--- src/rtl/encrypter_mem_arbiter_if.sv ---
// Request/command bundle between the image loader, VGA fetch, the arbiter and the image memory.
// master: requesters plus memory read data; slave: the arbiter itself.
interface encrypter_mem_arbiter_if #(
    parameter int ADDR_WIDTH = 8,
    parameter int DATA_WIDTH = 8
);
    logic                  i_clear;
    logic                  o_busy;
    logic                  i_wr_valid;
    logic                  o_wr_ready;
    logic [ADDR_WIDTH-1:0] i_wr_addr;
    logic [DATA_WIDTH-1:0] i_wr_data;
    logic                  i_rd_valid;
    logic                  o_rd_ready;
    logic [ADDR_WIDTH-1:0] i_rd_addr;
    logic [DATA_WIDTH-1:0] o_rd_data;
    logic                  o_rd_data_valid;
    logic [ADDR_WIDTH-1:0] o_mem_addr;
    logic                  o_mem_write;
    logic [DATA_WIDTH-1:0] o_mem_data;
    logic [DATA_WIDTH-1:0] i_mem_data;

    modport master (
        output i_clear, i_wr_valid, i_wr_addr, i_wr_data, i_rd_valid, i_rd_addr, i_mem_data,
        input  o_busy, o_wr_ready, o_rd_ready, o_rd_data, o_rd_data_valid,
               o_mem_addr, o_mem_write, o_mem_data
    );

    modport slave (
        input  i_clear, i_wr_valid, i_wr_addr, i_wr_data, i_rd_valid, i_rd_addr, i_mem_data,
        output o_busy, o_wr_ready, o_rd_ready, o_rd_data, o_rd_data_valid,
               o_mem_addr, o_mem_write, o_mem_data
    );
endinterface

--- src/rtl/encrypter_mem_arbiter.sv ---
// Single-port image memory arbiter (loader writes vs VGA reads) with a bulk clear sweep.
// Command +1 cycle, read data valid +1+MEM_LAT; readies are combinational and both low while clearing.
module encrypter_mem_arbiter #(
    parameter int                    ADDR_WIDTH   = 8,
    parameter int                    DATA_WIDTH   = 8,
    parameter int                    DEPTH        = 256,
    parameter int                    MEM_LAT      = 1,
    parameter int                    MAX_RD_BURST = 4,
    parameter logic [DATA_WIDTH-1:0] CLEAR_VALUE  = '0
) (
    input logic                    i_clk,
    input logic                    i_rst,
    encrypter_mem_arbiter_if.slave bus
);
    localparam int                    STREAK_W   = $clog2(MAX_RD_BURST + 1);
    localparam int                    CNT_W      = ADDR_WIDTH + 1;
    localparam logic [CNT_W-1:0]      CLR_LAST   = CNT_W'(DEPTH - 1);
    localparam logic [STREAK_W-1:0]   STREAK_MAX = STREAK_W'(MAX_RD_BURST);

    typedef enum logic {S_ARB, S_CLEAR} state_t;

    state_t                 state, state_nxt;
    logic [STREAK_W-1:0]    streak, streak_nxt;
    logic [CNT_W-1:0]       clr_cnt, clr_cnt_nxt;
    logic                   rd_gnt, wr_gnt;
    logic                   cmd_write;
    logic [ADDR_WIDTH-1:0]  cmd_addr, mem_addr_q;
    logic [DATA_WIDTH-1:0]  cmd_data, mem_data_q;
    logic                   mem_write_q;
    logic [MEM_LAT:0]       rd_pipe;

    always_comb begin
        state_nxt   = state;
        streak_nxt  = '0;
        clr_cnt_nxt = clr_cnt;
        rd_gnt      = 1'b0;
        wr_gnt      = 1'b0;
        cmd_write   = 1'b0;
        cmd_addr    = mem_addr_q;
        cmd_data    = mem_data_q;
        case (state)
            S_ARB: begin
                // Reads win contention until the streak limit, then one write is forced through.
                rd_gnt = bus.i_rd_valid && (!bus.i_wr_valid || (streak < STREAK_MAX));
                wr_gnt = bus.i_wr_valid && !rd_gnt;
                if (rd_gnt) begin
                    streak_nxt = (streak < STREAK_MAX) ? streak + STREAK_W'(1) : STREAK_MAX;
                    cmd_addr   = bus.i_rd_addr;
                end else if (wr_gnt) begin
                    cmd_write = 1'b1;
                    cmd_addr  = bus.i_wr_addr;
                    cmd_data  = bus.i_wr_data;
                end
                if (bus.i_clear) begin
                    state_nxt   = S_CLEAR;
                    clr_cnt_nxt = '0;
                end
            end
            S_CLEAR: begin
                cmd_write = 1'b1;
                cmd_addr  = clr_cnt[ADDR_WIDTH-1:0];
                cmd_data  = CLEAR_VALUE;
                if (clr_cnt == CLR_LAST) begin
                    state_nxt   = S_ARB;
                    clr_cnt_nxt = '0;
                end else begin
                    clr_cnt_nxt = clr_cnt + CNT_W'(1);
                end
            end
            default: state_nxt = S_ARB;
        endcase
    end

    always_ff @(posedge i_clk or posedge i_rst) begin
        if (i_rst) begin
            state       <= S_ARB;
            streak      <= '0;
            clr_cnt     <= '0;
            mem_addr_q  <= '0;
            mem_data_q  <= '0;
            mem_write_q <= 1'b0;
            rd_pipe     <= '0;
        end else begin
            state       <= state_nxt;
            streak      <= streak_nxt;
            clr_cnt     <= clr_cnt_nxt;
            mem_addr_q  <= cmd_addr;
            mem_data_q  <= cmd_data;
            mem_write_q <= cmd_write;
            // Tracks only granted reads, so idle-cycle reads of the held address are never flagged.
            rd_pipe     <= {rd_pipe[MEM_LAT-1:0], rd_gnt};
        end
    end

    assign bus.o_busy          = (state == S_CLEAR);
    assign bus.o_rd_ready      = rd_gnt;
    assign bus.o_wr_ready      = wr_gnt;
    assign bus.o_mem_addr      = mem_addr_q;
    assign bus.o_mem_data      = mem_data_q;
    assign bus.o_mem_write     = mem_write_q;
    assign bus.o_rd_data       = bus.i_mem_data;
    assign bus.o_rd_data_valid = rd_pipe[MEM_LAT];
endmodule

--- src/flat_wrapper.sv ---
// flat-port wrapper written by rule: the top's interface ports become plain ports
module encrypter_mem_arbiter_flat 
#(
    parameter int                    ADDR_WIDTH   = 8,
    parameter int                    DATA_WIDTH   = 8,
    parameter int                    DEPTH        = 256,
    parameter int                    MEM_LAT      = 1,
    parameter int                    MAX_RD_BURST = 4,
    parameter logic [DATA_WIDTH-1:0] CLEAR_VALUE  = '0
)
  (i_clk, i_rst, bus_i_clear, bus_i_wr_valid, bus_i_wr_addr, bus_i_wr_data, bus_i_rd_valid, bus_i_rd_addr, bus_i_mem_data, bus_o_busy, bus_o_wr_ready, bus_o_rd_ready, bus_o_rd_data, bus_o_rd_data_valid, bus_o_mem_addr, bus_o_mem_write, bus_o_mem_data);
  encrypter_mem_arbiter_if #(.ADDR_WIDTH(ADDR_WIDTH), .DATA_WIDTH(DATA_WIDTH)) bus_i ();
  input logic i_clk;
  input logic i_rst;
  input wire logic [$bits(bus_i.i_clear)-1:0] bus_i_clear;
  input wire logic [$bits(bus_i.i_wr_valid)-1:0] bus_i_wr_valid;
  input wire logic [$bits(bus_i.i_wr_addr)-1:0] bus_i_wr_addr;
  input wire logic [$bits(bus_i.i_wr_data)-1:0] bus_i_wr_data;
  input wire logic [$bits(bus_i.i_rd_valid)-1:0] bus_i_rd_valid;
  input wire logic [$bits(bus_i.i_rd_addr)-1:0] bus_i_rd_addr;
  input wire logic [$bits(bus_i.i_mem_data)-1:0] bus_i_mem_data;
  output wire logic [$bits(bus_i.o_busy)-1:0] bus_o_busy;
  output wire logic [$bits(bus_i.o_wr_ready)-1:0] bus_o_wr_ready;
  output wire logic [$bits(bus_i.o_rd_ready)-1:0] bus_o_rd_ready;
  output wire logic [$bits(bus_i.o_rd_data)-1:0] bus_o_rd_data;
  output wire logic [$bits(bus_i.o_rd_data_valid)-1:0] bus_o_rd_data_valid;
  output wire logic [$bits(bus_i.o_mem_addr)-1:0] bus_o_mem_addr;
  output wire logic [$bits(bus_i.o_mem_write)-1:0] bus_o_mem_write;
  output wire logic [$bits(bus_i.o_mem_data)-1:0] bus_o_mem_data;
  assign bus_i.i_clear = bus_i_clear;
  assign bus_i.i_wr_valid = bus_i_wr_valid;
  assign bus_i.i_wr_addr = bus_i_wr_addr;
  assign bus_i.i_wr_data = bus_i_wr_data;
  assign bus_i.i_rd_valid = bus_i_rd_valid;
  assign bus_i.i_rd_addr = bus_i_rd_addr;
  assign bus_i.i_mem_data = bus_i_mem_data;
  assign bus_o_busy = bus_i.o_busy;
  assign bus_o_wr_ready = bus_i.o_wr_ready;
  assign bus_o_rd_ready = bus_i.o_rd_ready;
  assign bus_o_rd_data = bus_i.o_rd_data;
  assign bus_o_rd_data_valid = bus_i.o_rd_data_valid;
  assign bus_o_mem_addr = bus_i.o_mem_addr;
  assign bus_o_mem_write = bus_i.o_mem_write;
  assign bus_o_mem_data = bus_i.o_mem_data;
  encrypter_mem_arbiter #(.ADDR_WIDTH(ADDR_WIDTH), .DATA_WIDTH(DATA_WIDTH), .DEPTH(DEPTH), .MEM_LAT(MEM_LAT), .MAX_RD_BURST(MAX_RD_BURST), .CLEAR_VALUE(CLEAR_VALUE)) u_core (.i_clk(i_clk), .i_rst(i_rst), .bus(bus_i));
endmodule
--- config.mk ---
export PLATFORM = sky130hd
export DESIGN_NAME = encrypter_mem_arbiter_flat
export DESIGN_NICKNAME = d
export VERILOG_FILES = /design/src/rtl/encrypter_mem_arbiter_if.sv /design/src/rtl/encrypter_mem_arbiter.sv /design/src/flat_wrapper.sv
export SDC_FILE = /design/constraint.sdc
export NUM_CORES = 1
export LEC_CHECK = 0
export BUFFER_PORTS_ARGS = -buffer_cell sky130_fd_sc_hd__buf_4
export CAP_MARGIN = 10
export CORE_UTILIZATION = 47
export DETAILED_ROUTE_END_ITERATION = 6
export PLACE_DENSITY = 0.79
export REMOVE_ABC_BUFFERS = 1
export SLEW_MARGIN = 40
export SYNTH_ARGS = -nofsm -noshare
export SYNTH_HDL_FRONTEND = slang
export SYNTH_SLANG_ARGS = --single-unit
--- constraint.sdc ---
create_clock -name i_clk -period 4 [get_ports i_clk]
set_input_delay 1 -clock i_clk [delete_from_list [all_inputs] [get_ports i_clk]]
set_output_delay 1 -clock i_clk [all_outputs]
set_load 0.02 [all_outputs]
==> results.py, run 1 <==
metrics = {
    "outcome": {
        "status": "complete, no violations",
    },
    "clocking": {
        "cts_root_buf": "clkbuf_4",
        "post_cts_resized": 0,
        "cts_num_sinks": 32,
        "tritoncts": "yes",
        "cts_hold_buf": 0,
        "postCtsSetupBuffers": 0,
        "htreeDepth": 2,
        "numCtsBuffers": 5,
        "clkSlewWorstSetupHoldPaths_ns": 0.09,
        "insertion_delay_ns": 0.32,
        "clock_path_buffers": 2,
    },
    "synthesis": {
        "synth-seq-area-share_pct": 51.8,
        "synth_largest_area_cell": "dfrtp_1",
        "synth_commonest_cells": "32 x dfrtp_1, 13 x nand2_1, 10 x a22o_1, 10 x o21ai_1",
        "ys_types": 32,
        "synth_top_flop_cell": "dfrtp_1",
        "yosysMostFrequentCell": "dfrtp_1",
        "ys_ff_latch": 32,
        "synth_area_sq_um": 1550,
        "synth_edf_count": 0,
        "ys_async_sr_fraction_pct": 100,
        "avgSynthCellArea_sq_um": 11.3,
        "synthTopCellsByArea": "dfrtp_1 52%, mux2i_1 5.8%, mux2_1 5.8%",
        "synth_cells": 137,
        "synth_top_area_share_pct": 51.8,
        "yosysWarnings": 0,
    },
    "detailed_routing": {
        "drc": 0,
        "drt-wirelength-per-cell_um": 14.7,
        "drt_iter0_markers": 63,
        "drt-pass1-iter-count": 4,
        "via_count": 1195,
        "vias_per_cell": 5.26,
        "totalWireLength_mm": 3.33,
        "ant_nets": 0,
    },
    "floorplan": {
        "core-area_sq_um": 3080,
        "start_util_pct": 50.2,
        "fp.dieArea_sq_um": 3520,
        "die_height_um": 59.4,
        "ioPinCount": 66,
        "die_w_um": 59.4,
        "rows": 20,
    },
    "global_route": {
        "grt_first_pass_wirelength_mm": 5.51,
        "grt-ovfl-total": 0,
        "grtUsageTotal_pct": 21.6,
        "first_global_vias": 1239,
        "antenna_found_initial": 0,
        "grt_max_degree": 33,
    },
    "final_layout": {
        "diodes": 0,
        "finalNetCount": 221,
        "drive_above_1_share_pct": 34.4,
        "syn_to_final_growth_pct": 26.8,
        "final_util_pct": 63.7,
        "fin_area_sq_um": 1960,
    },
    "placed_design": {
        "portBuffers": 49,
        "place_congestion": 0.817,
        "placed_area_sq_um": 1900,
        "dpl.hpwl_mm": 2.51,
        "pre_cts_slack_ns": 0.842,
    },
    "sta": {
        "period_needed_ns": 3.14,
        "fin_crit_sh_pct": 78.4,
        "setup_tns_ns": 0,
        "slew_headroom_pct": 52.0,
        "hold_viol_final": 0,
        "rsz0062_at_grt": "no",
        "setup_slack_ns": 0.864,
        "slew_violations": 0,
        "maxClockFrequency_mhz": 319,
        "fin_skew_ns": 0.00253,
        "finalSetupViolCount": 0,
        "worst_pin_slew_ns": 0.720,
    },
    "critical_path": {
        "worst_ep_arrival_time_ns": 2.14,
        "worstSetupEndpointType": "primary output",
        "cp_max_fo": 9,
        "critPathRequiredTime_ns": 3.00,
        "start_kind": "input pin",
        "critical_path_class": "in -> out",
    },
    "pwr": {
        "p_clk_share_pct": 20.0,
        "leakage_nw": 1.01,
        "powerDensity_nw_per_um2": 480,
        "p_int_w": 0.000618,
        "switching_share_pct": 34.3,
        "finalPower_w": 0.000941,
        "seqPwrFrac_pct": 50.4,
        "ir_drop_mv": 0.228,
        "net-switching-power_w": 0.000323,
        "pwr-share-comb_pct": 29.6,
    },
    "run": {
        "drv_cap": 0,
    },
    "min_path": {
        "hold_path_class": "reg -> reg",
    },
}
==> cell type report <==
class,instances,area (sq um)
flip-flops and latches,32,802
fillers,272,1120
clock inverters,2,10.0
repair buffers,51,383
well taps,44,55.1
multi-input cells,89,648
clock buffers,6,51.3
inverters,3,11.3
==> registers in the layout, summed over array words and instances (netlist names) <==
| signal | count |
|---|---|
| u_core.bus.o_mem_write | 1 |
| u_core.rd_pipe | 2 |
| u_core.bus.o_mem_addr | 8 |
| u_core.bus.o_busy | 1 |
| u_core.streak | 3 |
| u_core.clr_cnt | 9 |
| u_core.bus.o_mem_data | 8 |
==> layer usage <==
layer  track usage (%)  share of wire, %
met1              23.1                40
met2              37.6                50
met3              8.73               8.6
met4              9.18               1.1
met5                 0                 0
==> cells in the final DEF, fill, tap and decap left out, drive strengths merged, types with 3 or more instances in the layout <==
cell    instances
nand2          13
a22o           10
mux2            8
a21oi           7
mux2i           9
clkbuf          6
o21ai          10
nand2b          5
nand3           4
buf            51
dfrtp          32
inv             3
==> worst max-delay path, cell delays in order <==
cell and delay, ns:
buf_4 0.13, a21boi_1 0.46, buf_4 0.26, nor3b_4 0.08
buf_4 0.19
==> worst paths after layout <==
check	cells past startpoint	from	to	slack, ns
max reg2reg	5	u_core.streak[2]	u_core.bus.o_mem_addr[6]	2.19
max in group asynchronous	3	i_rst	u_core.bus.o_busy	2.93
min	0	u_core.rd_pipe[0]	u_core.rd_pipe[1]	0.36
min reg2reg	0	u_core.rd_pipe[0]	u_core.rd_pipe[1]	0.36
min in group asynchronous	3	i_rst	u_core.rd_pipe[0]	0.76
max	5	bus_i_wr_valid	bus_o_wr_ready	0.86
==> power groups by stage <==
stage,sequential [W],combinational (W),clock [W]
2_1_floorplan,0.000511,0.000126,0
3_3_place_gp,0.000476,0.000272,0
3_5_place_dp,0.000481,0.000280,0
4_1_cts,0.000473,0.000281,0.000198
5_1_grt,0.000487,0.000307,0.000208
6_report,0.000474,0.000279,0.000188
==> per-stage QoR <==
stage                     hold slack [ns]  std cells
after floorplan                     0.331        124
after global placement              0.338        219
after CTS                           0.371        227
after detailed placement            0.348        219
final                               0.365        227
after global routing                0.374        227
==> cells by family (layout without fill, tap and decap cells) <==
family,after synthesis,in the layout,share of synthesized area (%)
simple gates,35,35,13.1
flops,32,32,51.8
xor+xnor,2,2,1.13
buf+inv,16,62,6.71
mux,17,17,11.7
compound gates,33,33,14.0
fa+ha+maj,2,2,1.62
Note: power is estimated with default switching activity, not from simulation.
==> run 2: changes to the inputs <==
ABC_AREA = 1   (was default)
PLACE_DENSITY = 0.78   (was 0.79)
clock period = 2.9 ns   (was 4 ns; I/O delays follow)
==> results.py, run 2 <==
metrics = {
    "sta": {
        "slew_headroom_pct": 69.1,
        "setup_tns_ns": 0,
        "maxClockFrequency_mhz": 438,
        "fin_crit_sh_pct": 78.7,
        "slew_violations": 0,
        "period_needed_ns": 2.28,
        "rsz0062_at_grt": "no",
        "hold_viol_final": 0,
        "worst_pin_slew_ns": 0.464,
        "hold_slack_ns": 0.357,
        "setup_slack_ns": 0.619,
        "finalSetupViolCount": 0,
        "fin_skew_ns": 0.00695,
    },
    "synthesis": {
        "synth_area_sq_um": 1650,
        "synth_cells": 207,
        "synth_top_area_share_pct": 48.7,
        "synth_edf_count": 0,
        "synth_commonest_cells": "74 x nand2_1, 40 x nand3_1, 32 x dfrtp_1",
        "yosysMostFrequentCell": "nand2_1",
        "synthTopCellsByArea": "dfrtp_1 49%, nand2_1 17%, nand3_1 12%",
        "ys_async_sr_fraction_pct": 100,
        "avgSynthCellArea_sq_um": 7.95,
        "synth_top_flop_cell": "dfrtp_1",
        "ys_types": 24,
        "ys_ff_latch": 32,
        "synth-seq-area-share_pct": 48.7,
        "yosysWarnings": 0,
        "synth_largest_area_cell": "dfrtp_1",
    },
    "pwr": {
        "switching_share_pct": 21.0,
        "seqPwrFrac_pct": 53.7,
        "p_clk_share_pct": 39.7,
        "ir_drop_mv": 0.249,
        "powerDensity_nw_per_um2": 403,
        "net-switching-power_w": 0.000174,
        "pwr-share-comb_pct": 6.6,
        "leakage_nw": 1.13,
        "p_int_w": 0.000656,
    },
    "critical_path": {
        "critPathTopFamily": "flip-flops",
        "crit_chain": "inv_1, nand3_2, clkinv_2, buf_4",
        "cp_num_buf_inv": 3,
        "critPathRequiredTime_ns": 2.17,
        "cp_max_fo": 15,
        "critical_path_class": "reg -> out",
        "start_kind": "flip-flop",
        "worst_ep_arrival_time_ns": 1.56,
        "cp_slowest_cell": "dfrtp_1",
        "worstSetupEndpointType": "primary output",
        "critPathMaxStageDelay_ns": 0.64,
    },
    "clocking": {
        "clock_path_buffers": 2,
        "insertion_delay_ns": 0.33,
        "htreeDepth": 2,
        "postCtsSetupBuffers": 0,
        "post_cts_resized": 0,
        "numCtsBuffers": 5,
        "cts_num_sinks": 32,
        "tritoncts": "yes",
        "cts_root_buf": "clkbuf_4",
        "cts_hold_buf": 0,
        "clkSlewWorstSetupHoldPaths_ns": 0.10,
    },
    "global_route": {
        "antenna_found_initial": 0,
        "grt_use_met1_pct": 25.2,
        "grtUsageTotal_pct": 19.7,
        "grt_first_pass_wirelength_mm": 5.37,
        "first_global_vias": 1250,
        "grt-ovfl-total": 0,
        "grtUsageMet3_pct": 5.67,
        "top_usage_layer": "met2",
        "grt_max_degree": 33,
        "gr-usage-met2_pct": 31.4,
    },
    "floorplan": {
        "fp.dieArea_sq_um": 3740,
        "die_height_um": 61.2,
        "die_w_um": 61.2,
        "rows": 21,
        "ioPinCount": 66,
        "start_util_pct": 49.3,
        "core-area_sq_um": 3340,
    },
    "placed_design": {
        "dpl.hpwl_mm": 2.57,
        "portBuffers": 49,
        "placed_cells": 291,
        "pre_cts_slack_ns": 0.669,
        "place_congestion": 0.803,
    },
    "final_layout": {
        "syn_to_final_growth_pct": 25.2,
        "layout_common_cells": "74 x nand2_1, 51 x buf_4, 40 x nand3_1",
        "diodes": 0,
        "drive_above_1_share_pct": 27.7,
        "final_util_pct": 61.7,
        "mostFrequentLayoutCell": "nand2_1",
        "stdcell_count": 299,
        "regMostFlops": "u_core.clr_cnt",
        "largest_reg_flops": 9,
        "finalNetCount": 291,
    },
    "outcome": {
        "status": "complete, no violations",
    },
    "run": {
        "drv_cap": 0,
    },
    "detailed_routing": {
        "drc": 0,
        "vias_per_cell": 4.80,
        "drt-pass1-iter-count": 4,
        "drt-wirelength-per-cell_um": 11.7,
        "totalWireLength_mm": 3.50,
        "ant_nets": 0,
        "drt_iter0_markers": 67,
        "via_count": 1436,
    },
    "min_path": {
        "hold_path_class": "reg -> reg",
    },
}
[run 2: cell count changes after synthesis, sizes merged, moves of 8 or more]
cell   delta
a22o     -10
inv      +15
mux2      -8
mux2i     -9
nand2    +65
nand3    +38
[run 2: layer usage]
metal | up-vias | routed length, um
met5 | - | 0
met4 | 0 | 55
met2 | 48 | 1620
li1 | 740 | -
met3 | 8 | 232
met1 | 640 | 1590
[run 2: logic make-up after synthesis]
| logic type | after synthesis | share of synthesized area [%] |
|---|---|---|
| AND/OR/NAND/NOR | 132 | 35.9 |
| flip-flops | 32 | 48.7 |
| AO/OA/AOI/OAI | 6 | 1.90 |
| XOR/XNOR | 2 | 1.06 |
| adder cells (fa/ha/maj) | 2 | 1.52 |
| buffers and inverters | 33 | 10.9 |
[run 2: cell type report]
class,instances,area [sq um]
fill,326,1280
sequential,32,801
multi-input combinational,142,664
timing repair buffer,51,383
inverter,20,77.6
tap,46,57.6
clock buffer,6,41.3
clock inverter,2,35.0
[run 2: worst paths after layout]
| check | startpoint | endpoint | slack (ns) | cells after the start |
|---|---|---|---|---|
| max | u_core.bus.o_busy | bus_o_wr_ready | 0.62 | 4 |
| min | u_core.rd_pipe[0] | u_core.rd_pipe[1] | 0.36 | 0 |
| max reg2reg | u_core.bus.o_busy | u_core.bus.o_mem_addr[4] | 1.25 | 6 |
| min reg2reg | u_core.rd_pipe[0] | u_core.rd_pipe[1] | 0.36 | 0 |
| max in group asynchronous | i_rst | u_core.bus.o_mem_addr[4] | 2.16 | 3 |
| min in group asynchronous | i_rst | u_core.bus.o_mem_data[3] | 0.46 | 3 |
[run 2: per-stage QoR]
| step | power [W] | instance area (sq um) |
|---|---|---|
| after floorplan | 0.000472 | 1540 |
| after global placement | 0.000510 | 1980 |
| after detailed placement | 0.000510 | 1980 |
| after CTS | 0.000837 | 2060 |
| after global routing | 0.000859 | 2060 |
| final | 0.000830 | 2060 |
[run 2: power by group through the flow]
stage | Clock (W) | Combinational (W) | Sequential [W]
after detailed placement | 0 | 0.0000550 | 0.000455
after floorplan | 0 | 0.0000172 | 0.000455
final | 0.000330 | 0.0000544 | 0.000446
after global placement | 0 | 0.0000555 | 0.000455
after CTS | 0.000336 | 0.0000553 | 0.000446
after global routing | 0.000353 | 0.0000602 | 0.000446
